## config.mk

```make
export PLATFORM = sky130hd
export DESIGN_NAME = regdump_ctrl
export DESIGN_NICKNAME = d
export VERILOG_FILES = /design/src/rtl/regdump_ctrl.sv
export SDC_FILE = /design/constraint.sdc
export NUM_CORES = 1
export LEC_CHECK = 0
export BUFFER_PORTS_ARGS = -buffer_cell sky130_fd_sc_hd__buf_4
export CAP_MARGIN = 20
export CORE_UTILIZATION = 45
export CTS_CLUSTER_DIAMETER = 40
export DETAILED_ROUTE_END_ITERATION = 10
export HOLD_SLACK_MARGIN = 0.15
export PLACE_DENSITY = 0.72
export SYNTH_ARGS = -nofsm -noshare
export SYNTH_HDL_FRONTEND = slang
export SYNTH_SLANG_ARGS = --single-unit
export TNS_END_PERCENT = 100
```

## constraint.sdc

```tcl
create_clock -name clk -period 2.6 [get_ports clk]
set_input_delay 0.26 -clock clk [delete_from_list [all_inputs] [get_ports clk]]
set_output_delay 0.26 -clock clk [all_outputs]
set_load 0.05 [all_outputs]
```

## src/rtl/regdump_ctrl.sv

```systemverilog
// regdump_ctrl: drains the DLX pipeline with NOPs, then forces one ADDI per register and streams each busA value.
// Build option: define REGDUMP_SKIP_R0_EN to skip r0 (dump r1..r31 only).
module regdump_ctrl #(
    parameter int          DRAIN_CYCLES = 5,
    parameter int          READ_LAT     = 1,
    parameter logic [5:0]  DUMP_OPCODE  = 6'b001000
) (
    input  logic        clk,
    input  logic        reset,
    input  logic        start,
    input  logic [31:0] busA_probe,
    output logic        override_inst,
    output logic [31:0] force_inst,
    output logic        dump_valid,
    input  logic        dump_ready,
    output logic [4:0]  dump_idx,
    output logic [31:0] dump_data,
    output logic        busy,
    output logic        done
);

    localparam int CW = 16;

`ifdef REGDUMP_SKIP_R0_EN
    localparam logic [4:0] FIRST_IDX = 5'd1;
`else
    localparam logic [4:0] FIRST_IDX = 5'd0;
`endif

    typedef enum logic [2:0] {
        S_IDLE,
        S_DRAIN,
        S_ISSUE,
        S_OUT,
        S_DONE
    } state_t;

    state_t         state_q, state_d;
    logic [CW-1:0]  cnt_q, cnt_d;
    logic [4:0]     idx_q, idx_d;
    logic           override_q, override_d;
    logic [31:0]    force_q, force_d;
    logic           valid_q, valid_d;
    logic [4:0]     didx_q, didx_d;
    logic [31:0]    ddata_q, ddata_d;
    logic           busy_q, busy_d;
    logic           done_q, done_d;

    // rs1 = idx puts the register on busA; rd = r0 makes write-back a no-op
    function automatic logic [31:0] read_word(input logic [4:0] i);
        return {DUMP_OPCODE, i, 5'b00000, 16'h0000};
    endfunction

    always_comb begin
        state_d = state_q;
        cnt_d   = cnt_q;
        idx_d   = idx_q;
        force_d = force_q;
        valid_d = valid_q;
        didx_d  = didx_q;
        ddata_d = ddata_q;
        unique case (state_q)
            S_IDLE: begin
                idx_d   = FIRST_IDX;
                cnt_d   = '0;
                force_d = '0;
                valid_d = 1'b0;
                didx_d  = '0;
                ddata_d = '0;
                if (start) begin
                    if (DRAIN_CYCLES == 0) begin
                        state_d = S_ISSUE;
                        cnt_d   = CW'(READ_LAT);
                        force_d = read_word(FIRST_IDX);
                    end else begin
                        state_d = S_DRAIN;
                        cnt_d   = CW'(DRAIN_CYCLES);
                    end
                end
            end
            S_DRAIN: begin
                force_d = '0;
                if (cnt_q <= CW'(1)) begin
                    state_d = S_ISSUE;
                    cnt_d   = CW'(READ_LAT);
                    force_d = read_word(idx_q);
                end else begin
                    cnt_d = cnt_q - CW'(1);
                end
            end
            S_ISSUE: begin
                if (cnt_q <= CW'(1)) begin
                    state_d = S_OUT;
                    cnt_d   = '0;
                    valid_d = 1'b1;
                    didx_d  = idx_q;
                    ddata_d = busA_probe;
                end else begin
                    cnt_d = cnt_q - CW'(1);
                end
            end
            S_OUT: begin
                if (dump_ready) begin
                    valid_d = 1'b0;
                    // idx never wraps: r31 always ends the dump
                    if (idx_q == 5'd31) begin
                        state_d = S_DONE;
                        force_d = '0;
                    end else begin
                        state_d = S_ISSUE;
                        idx_d   = idx_q + 5'd1;
                        cnt_d   = CW'(READ_LAT);
                        force_d = read_word(idx_q + 5'd1);
                    end
                end
            end
            S_DONE: begin
                force_d = '0;
                if (!start) begin
                    state_d = S_IDLE;
                    didx_d  = '0;
                    ddata_d = '0;
                end
            end
            default: begin
                state_d = S_IDLE;
            end
        endcase
        override_d = (state_d != S_IDLE);
        busy_d     = (state_d != S_IDLE);
        done_d     = (state_d == S_DONE);
    end

    always_ff @(posedge clk) begin
        if (reset) begin
            state_q    <= S_IDLE;
            cnt_q      <= '0;
            idx_q      <= '0;
            override_q <= 1'b0;
            force_q    <= '0;
            valid_q    <= 1'b0;
            didx_q     <= '0;
            ddata_q    <= '0;
            busy_q     <= 1'b0;
            done_q     <= 1'b0;
        end else begin
            state_q    <= state_d;
            cnt_q      <= cnt_d;
            idx_q      <= idx_d;
            override_q <= override_d;
            force_q    <= force_d;
            valid_q    <= valid_d;
            didx_q     <= didx_d;
            ddata_q    <= ddata_d;
            busy_q     <= busy_d;
            done_q     <= done_d;
        end
    end

    assign override_inst = override_q;
    assign force_inst    = force_q;
    assign dump_valid    = valid_q;
    assign dump_idx      = didx_q;
    assign dump_data     = ddata_q;
    assign busy          = busy_q;
    assign done          = done_q;

endmodule

```

==> results.md, run 1 <==
Critical path:
- The signal on the critical path passes through ha_1 -> and3_1 -> ha_1 -> nand2b_1 -> a31oi_1 -> buf_4 -> nand2_1 -> o21ai_0 -> a21oi_1.
- The register-to-register path setup slack is 0.25 ns.
- The dominant delay contributor by cell family on the critical path is compound AO/OA/AOI/OAI gates.
- The delay contributed by the slowest stage of the critical path is 0.39 ns.
- The buffering stage count on the worst path with inverters included is 1.
- The highest-delay cell along the critical path is sky130_fd_sc_hd__dfxtp_1.
- The worst setup path is launched from a flop.
- The kind of capture point of the worst setup path is a flop.
- The critical path start-end classification is reg2reg.
- The highest net fanout along the worst path is 8.
- The dominant cell type by count on the critical path is sky130_fd_sc_hd__ha_1.
- For the worst setup path, the data required time is 2.83 ns.
- The arrival time at the worst endpoint is 2.58 ns.

Logic synthesis:
- The fraction of registers with async set/reset is 0.
- Averaged over all synthesized cells, the footprint is 8.11 sq um.
- The number of storage elements in the synthesis netlist is 70.
- The number of cells produced by synthesis is 424.
- The count of yosys warnings during synthesis is 0.
- The most used flip-flop cell after synthesis is sky130_fd_sc_hd__dfxtp_1.
- The number of different library cells used by synthesis comes to 51.
- The synthesized design contains 0 enable-type register cells.
- The share of the yosys chip area belonging to registers is 0.407.
- The mapped netlist covers 3440 sq um.

Timing:
- At the pin with the least slew margin, the transition time is 0.597 ns.
- The number of hold violations in the final report is 0.
- Across all hold checks on the routed design, the worst slack comes to 0.173 ns.
- The setup violation total in the final timing report is 0.
- Measured against its own limit, the worst slew margin works out to 0.602.
- Setup repair after global routing left no endpoint under its margin.
- The clock arrives with 0.00790 ns of skew.
- The share of the clock period used by the worst path after layout is 0.905.
- The setup total negative slack is 0 ns.
- The fmax is 425 MHz.
- The final-report max-slew violation count came to 0.
- The worst path needs 2.35 ns of the cycle, external delays included.

Outcome:
- The flow ran to the end, and the final reports show no timing, DRC or antenna violations.

Placement:
- Port buffering added 82 buffers.
- The last weighted congestion value of the routability-driven placer is 0.829.
- The half-perimeter wire length of the detailed placement result is 5480 um.

Final layout:
- In the layout the commonest cells are sky130_fd_sc_hd__buf_4, sky130_fd_sc_hd__dfxtp_1, sky130_fd_sc_hd__nand2b_1, sky130_fd_sc_hd__nand3_1, sky130_fd_sc_hd__o21ai_0.
- The most frequent standard cell in the layout excluding fill and tap cells is sky130_fd_sc_hd__buf_4.
- Compared with the post-synthesis result, the final layout area differs by 23.1%.
- The repair_antennas step left the layout with diodes totalling 0.
- In the final layout, the share of cells above drive strength 1 is 0.235.
- For this run, the post-layout net count is 533.

CTS:
- The buffer levels on the longest clock path is 2.
- The number of levels in the clock H-tree is 3.
- In this run, CTS created clock tree buffers numbering 9.
- The clock net in this run drives a total of 70 sinks.
- The root buffer cell chosen for the clock tree is sky130_fd_sc_hd__clkbuf_8.
- Clock-pin slew was measured on the worst setup and hold paths at 0.08 ns.
- The post-CTS setup repair buffer count is 0.
- TritonCTS built the clock tree.
- Hold repair after CTS inserted 0 buffers.
- In this run, post-CTS repair resized a total of 0 instances.
- For the worst-skew pair, the clock arrives at the later sink with an insertion delay of 0.34 ns.

Die:
- For this configuration, the core starts out at a cell density of 0.469.
- After floorplanning, the core was sized to cover 7330 sq um.
- The placement row count is 31.
- The floorplan die area is 8000 sq um.
- In this run the horizontal extent of the chip is 89.4 um.
- For this design the top-level I/O count stands at 109.
- The floorplan step set the die height to 89.4 um.

Route:
- For this run, the detailed router's first-pass iteration total came to 4.
- The post-route met1 wirelength is 3720 um.
- The detail route stage leaves a number of antenna-violating nets equal to 0.
- The routed design uses 3540 um of met2 wire.
- Wires add up to 7900 um.
- Dividing the detail-routed wire length by the instance count gives 13.2 um.
- In the routed design, unresolved DRC markers number 0.
- In this run, the number of DRC markers left after iteration 0 of detailed routing was 136.
- Summed over all nets, wire length on met3 after detailed routing comes to 498 um.
- Summing over every cut layer, the via total after detailed routing is 3076.
- After detailed routing, the number of vias per cell comes to 5.15.
- The uppermost metal layer occupied by signal nets is met4.

Hold path:
- The class of the most critical hold timing path is in2reg.

Global routing:
- The maximum number of pins on one net before global-route repair is 76.
- The aggregate global-route resource usage is 0.199.
- The initial antenna violation count is 0.
- The number of global-route vias before repair is 2585.
- The first global-routing pass estimated 12100 um of wire.
- The total grt overflow is 0.

Power and ir drop:
- The ratio of total power to cell area is 1010 nW/um^2.
- The leakage power is 0.00181 uW.
- VDD sags by at most 0.649 mV.

Run:
- Max-cap violations in this run came to 0.
-- worst paths after layout --
path	start	to	depth (start not counted)
hold / removal	busA_probe[1]	dump_data[1]	3
setup reg to reg	idx_q[0]	idx_q[3]	9
hold reg to reg	dump_data[5]	dump_data[5]	2
setup / recovery	idx_q[0]	idx_q[3]	9
-- synth_stat cells, types with 2 or more instances --
cell type / number / area, sq um
sky130_fd_sc_hd__a31oi_1: 8 / 50.1
sky130_fd_sc_hd__nand3b_1: 4 / 30.0
sky130_fd_sc_hd__ha_1: 4 / 50.1
sky130_fd_sc_hd__o21ai_0: 45 / 225
sky130_fd_sc_hd__nor3_1: 9 / 45.0
sky130_fd_sc_hd__nor4_1: 5 / 31.3
sky130_fd_sc_hd__nand2_1: 19 / 71.3
sky130_fd_sc_hd__dfxtp_1: 70 / 1400
sky130_fd_sc_hd__nand3_1: 45 / 225
sky130_fd_sc_hd__o31a_1: 2 / 17.5
sky130_fd_sc_hd__buf_4: 27 / 203
sky130_fd_sc_hd__a211oi_1: 4 / 30.0
sky130_fd_sc_hd__clkbuf_1: 26 / 97.6
sky130_fd_sc_hd__a21oi_1: 17 / 85.1
sky130_fd_sc_hd__nand2b_1: 45 / 282
sky130_fd_sc_hd__nor2_1: 32 / 120
sky130_fd_sc_hd__a32oi_1: 2 / 17.5
sky130_fd_sc_hd__or3_1: 3 / 18.8
sky130_fd_sc_hd__xnor2_1: 2 / 17.5
sky130_fd_sc_hd__or2_2: 5 / 31.3
sky130_fd_sc_hd__or4_4: 2 / 22.5
sky130_fd_sc_hd__or4_1: 5 / 37.5
sky130_fd_sc_hd__buf_1: 2 / 7.51
sky130_fd_sc_hd__a21o_1: 2 / 15.0
sky130_fd_sc_hd__and3_1: 2 / 12.5
sky130_fd_sc_hd__a21boi_0: 2 / 15.0
sky130_fd_sc_hd__nor2b_1: 5 / 31.3
sky130_fd_sc_hd__a22o_1: 4 / 35.0
sky130_fd_sc_hd__inv_1: 4 / 15.0
-- logic make-up (layout without fill, tap and decap cells) --
kind of cell             after synthesis  after routing  share of synthesized area
adder cells (fa/ha/maj)                4              4                     0.0146
XOR/XNOR                               3              3                    0.00764
AO/OA/AOI/OAI                         95             95                      0.164
buffers and inverters                 60            109                     0.0971
flip-flops                            70             70                      0.407
multiplexers                           2              2                    0.00618
AND/OR/NAND/NOR                      189            189                      0.302
other                                  1             26                    0.00109
-- routing by layer --
| metal | global-route usage | vias up |
|---|---|---|
| met3 | 0.0443 | 14 |
| met5 | 0 | - |
| met4 | 0.0938 | 0 |
| met1 | 0.254 | 1397 |
| li1 | - | 1570 |
| met2 | 0.319 | 95 |
-- state kept, by name (all words and copies together) (netlist names) --
name / flops
dump_data: 32
cnt_q: 16
force_inst: 6
dump_idx: 5
idx_q: 5
state_q: 3
busy: 1
done: 1
dump_valid: 1
-- per-stage QoR --
step / utilization / total power [uW] / cells / area [sq um] / setup slack (ns)
global placement: 0.547 / 3290 / 581 / 4010 / 0.323
detailed placement: 0.547 / 3320 / 581 / 4010 / 0.293
finish: 0.577 / 4290 / 597 / 4230 / 0.246
global route: 0.577 / 4600 / 597 / 4230 / 0.141
floorplan: - / 2960 / 449 / 3530 / 0.317
CTS: 0.577 / 4310 / 597 / 4230 / 0.278
-- worst register-to-register path, delay by kind of cell, from the launching register on --
family | cells | cell delay (ns)
AOI/OAI and AO/OA | 3 | 0.58
and+or+nand+nor | 3 | 0.55
adders and majority gates | 2 | 0.52
DFF | 1 | 0.39
buffers and inverters | 1 | 0.21
-- where the power goes --
group          internal (uW)  total, uW  switching [uW]  leakage (uW)
logic                    711       1900            1190       0.00113
registers               1220       1420             194      0.000566
clock network            549        980             431      0.000111
total                   2480       4290            1810       0.00181
-- cell type report --
| cell class | count | area, sq um |
|---|---|---|
| clock buffer | 10 | 128 |
| clock inverter | 6 | 95.1 |
| fill | 680 | 3100 |
| inverter | 4 | 15.0 |
| multi-input combinational | 319 | 1800 |
| sequential | 70 | 1400 |
| tap | 99 | 124 |
| timing repair buffer | 89 | 668 |
(Power assumes the default switching activity.)
==> run 2, diff against run 1 <==
CORE_UTILIZATION = 51   (was 45)
PLACE_DENSITY = 0.8   (was 0.72)
==> run 2 against run 1 <==
  * The run now ends with DRC left
  * Non-clock buffer count is 2 higher
  * Die area is 12% lower
  * Global-route usage up 2.8 points
  * Sequential cell count did not move
  * First-iteration DRC count rose by 34%
  * Final area about the same
  * Clock-buffer cell count fell by 1
  * Cell count is 3.4% lower
  * Setup slack improved by 0.025 ns
==> results.md, run 2 (same netlist as run 1, synthesis figures left out) <==
Critical path:
- STA classifies the critical path endpoint as a flop.
- The type of origin of the critical path is a flop.
- The worst register-to-register path has a depth of 5.
- The register-to-register path setup slack is 0.27 ns.
- In this run the critical register-to-register path is captured at cnt_q[12].
- The dominant cell type by count on the critical path is sky130_fd_sc_hd__or4_4.
- On the worst path, the slowest cell contributes a delay of 0.56 ns.
- The critical path data required time is 2.85 ns.
- Following the worst setup path forward leads to its endpoint at cnt_q[12].
- The arrival time at the worst endpoint is 2.58 ns.
- Along the worst path, the maximum fanout reaches 8.
- The highest-delay cell along the critical path is sky130_fd_sc_hd__or4_4.
- Walking the worst path, the cells encountered are or4_4 -> or2_1 -> or4_4 -> a21o_1 -> a22o_1.
- The worst setup path startpoint is cnt_q[4].
- The worst reg2reg path startpoint is cnt_q[4].
- The critical path is of the reg2reg type.

Route:
- The via count of the routed design is 3144.
- In the routed design, unresolved DRC markers number 30.
- The total routed wirelength is 7800 um.
- The average via count per standard cell is 5.45.
- The violation count after the first detailed-route iteration is 182.
- The detail-routed net length per standard cell is 13.5 um.
- The pre-antenna-repair detailed-routing pass consisted of 7 iterations.
- The count of nets left with antenna violations once routing finished came out at 0.

Timing:
- For the pin with the worst max-slew slack, the measured transition is 0.613 ns.
- Setup repair after global routing left no endpoint under its margin.
- Setup violations remaining at the end of the flow were counted as 0.
- The final-report max-slew violation count came to 0.
- The worst slew margin relative to its limit is 0.588.
- For the final routed database, the setup TNS stands at 0 ns.
- The post-layout minimum cycle time is 2.33 ns.
- Of the available clock period, the critical path in the final layout requires 0.896.
- The setup skew after layout is 0.0131 ns.
- The number of hold violations in the final report is 0.
- Across all setup checks in the final design, the least slack found is 0.271 ns.
- Based on the critical path, the design can be clocked at up to 429 MHz.

CTS:
- The post-CTS setup repair buffer count is 0.
- The TritonCTS sink count is 70.
- The clock latency of the later-clocked register in the worst-skew pair is 0.36 ns.
- The H-tree was split into 3 levels.
- The root buffer cell chosen for the clock tree is sky130_fd_sc_hd__clkbuf_8.
- The clock slew at the register clock pins of the worst setup and hold paths is 0.08 ns.
- Buffers inserted during clock tree synthesis total 9.
- The buffer levels on the longest clock path is 2.
- TritonCTS built the clock tree.
- The number of gates resized after CTS was 0.

Placement:
- Once placement finished, the instance area stood at 3980 sq um.
- Summed over all nets, the half-perimeter wirelength after detailed placement is 5350 um.
- The number of placed instances, taps included, is 559.
- Routability-driven placement finished with a final weighted congestion of 0.895.
- The total of buffers placed on input and output ports is 82.
- The post-placement worst setup slack is 0.289 ns.

Global routing:
- The global routing stage identified its most utilized layer as met2.
- For this run, global-route usage on met2 was measured as 0.358.
- The initial antenna violation count is 0.
- The first global-routing pass estimated 12900 um of wire.
- The aggregate global-route resource usage is 0.227.
- The total grt overflow is 0.
- The global-route track usage on met3 is 0.0613.
- The number of global-route vias before repair came to 2814.
- Entering global routing, the biggest net connects 76 pins.
- The met1 global-route usage is 0.299.

Power and ir drop:
- The peak supply drop is 0.506 mV.
- Of the total power, the share spent switching nets is 0.426.
- The leakage power is 0.00182 uW.
- The fraction of power consumed by the clock network is 0.233.
- The ratio of total power to cell area is 1030 nW/um^2.
- Of the total power, registers draw 0.327.
- Of the total power, combinational logic draws 0.440.
- The net switching component of the power is 1850 uW.
- The internal power contribution is 2490 uW.

Final layout:
- After the last flow step, the layout net total stands at 535.
- The count of inserted antenna diode cells is 0.
- Leaving out fill and tap cells, the most frequent cell in the layout is sky130_fd_sc_hd__buf_4.
- The non-filler instance count after layout is 577.
- The fraction of layout instances using a drive strength above 1 is 0.236.
- The register with the most flip-flops in the layout has 32 of them.
- The number of fill cells in the layout is 540.
- In the layout the commonest cells are sky130_fd_sc_hd__buf_4, sky130_fd_sc_hd__dfxtp_1, sky130_fd_sc_hd__nand2b_1, sky130_fd_sc_hd__nand3_1, sky130_fd_sc_hd__o21ai_0.
- Relative to the synthesized area, the layout overhead comes to 23.0%.
- With fillers left out, the area of the finished cells amounts to 4230 sq um.

Die:
- The floorplan die area is 7080 sq um.
- The vertical die dimension is 84.1 um.
- The I/O pin count is 109.
- The floorplan has 29 rows.
- The width of the die is 84.1 um.
- The initial core utilization is 0.536.
- The core box area is 6420 sq um.

Outcome:
- The flow ran to the end, but the final reports show violations.
- The checks that failed: DRC.

Hold path:
- In this run the worst hold path is classified as in2reg.

Run:
- Across the run, the number of max-cap violations was 0.
==> run 2: changes by cell type in the layout (fill, tap and decap cells not counted), sizes merged <==
cell,delta
dlygate4sd3,+2
clkinv,-2
inv,+2
clkbuf,-1
clkinvlp,+1
==> run 2: per-stage QoR <==
step / total power [uW] / utilization / hold slack [ns]
3_5_place_dp: 3320 / 0.620 / 0.449
5_1_grt: 4630 / 0.659 / 0.153
6_report: 4340 / 0.659 / 0.167
2_1_floorplan: 2960 / - / 0.406
4_1_cts: 4330 / 0.657 / 0.150
3_3_place_gp: 3280 / 0.620 / 0.444
==> run 2: final cells by class <==
cell class / count / area (sq um) / share of cell area
multi-input cells: 319 / 1800 / 0.426
flip-flops and latches: 70 / 1400 / 0.331
well taps: 77 / 96.3 / 0.0228
clock inverters: 7 / 105 / 0.0248
repair buffers: 91 / 688 / 0.163
inverters: 4 / 15.0 / 0.00355
clock buffers: 9 / 124 / 0.0293
==> run 2: worst min-delay path by stage <==
stage                     slack (ns)       endpoint  cells after the start           start
after floorplan                 0.41   dump_data[5]                      2   busA_probe[5]
after global placement          0.44     dump_valid                      2      dump_valid
after detailed placement        0.45     dump_valid                      2      dump_valid
after CTS                       0.15   dump_data[0]                      3   busA_probe[0]
after global routing            0.15  dump_data[10]                      3  busA_probe[10]
final                           0.17  dump_data[21]                      3  busA_probe[21]
==> run 2: worst max-delay path, delay by kind of cell, from the launching register on <==
kind               cells  cell delay (ns)
AOI/OAI and AO/OA      2             0.40
and+or+nand+nor        3             1.46
DFF                    1             0.37
==> run 2: power groups by stage <==
| stage | Combinational (uW) | Clock [uW] | Sequential, uW |
|---|---|---|---|
| 6_report | 1910 | 1010 | 1420 |
| 5_1_grt | 2110 | 1080 | 1450 |
| 4_1_cts | 1900 | 1030 | 1410 |
| 3_5_place_dp | 1890 | 0 | 1440 |
| 3_3_place_gp | 1850 | 0 | 1430 |
| 2_1_floorplan | 1480 | 0 | 1480 |
==> run 2: layer usage <==
layer / part of all wire / wire length [um] / vias to the layer above
met4: 0.0094 / 73 / 0
met5: 0 / 0 / -
met2: 0.45 / 3510 / 107
li1: - / - / 1575
met1: 0.47 / 3650 / 1455
met3: 0.074 / 575 / 7
==> run 2: what timing repair did <==
item	CTS	global route
hold endpoints to repair	1	1
setup endpoints to repair	0	0
hold buffers	1	1
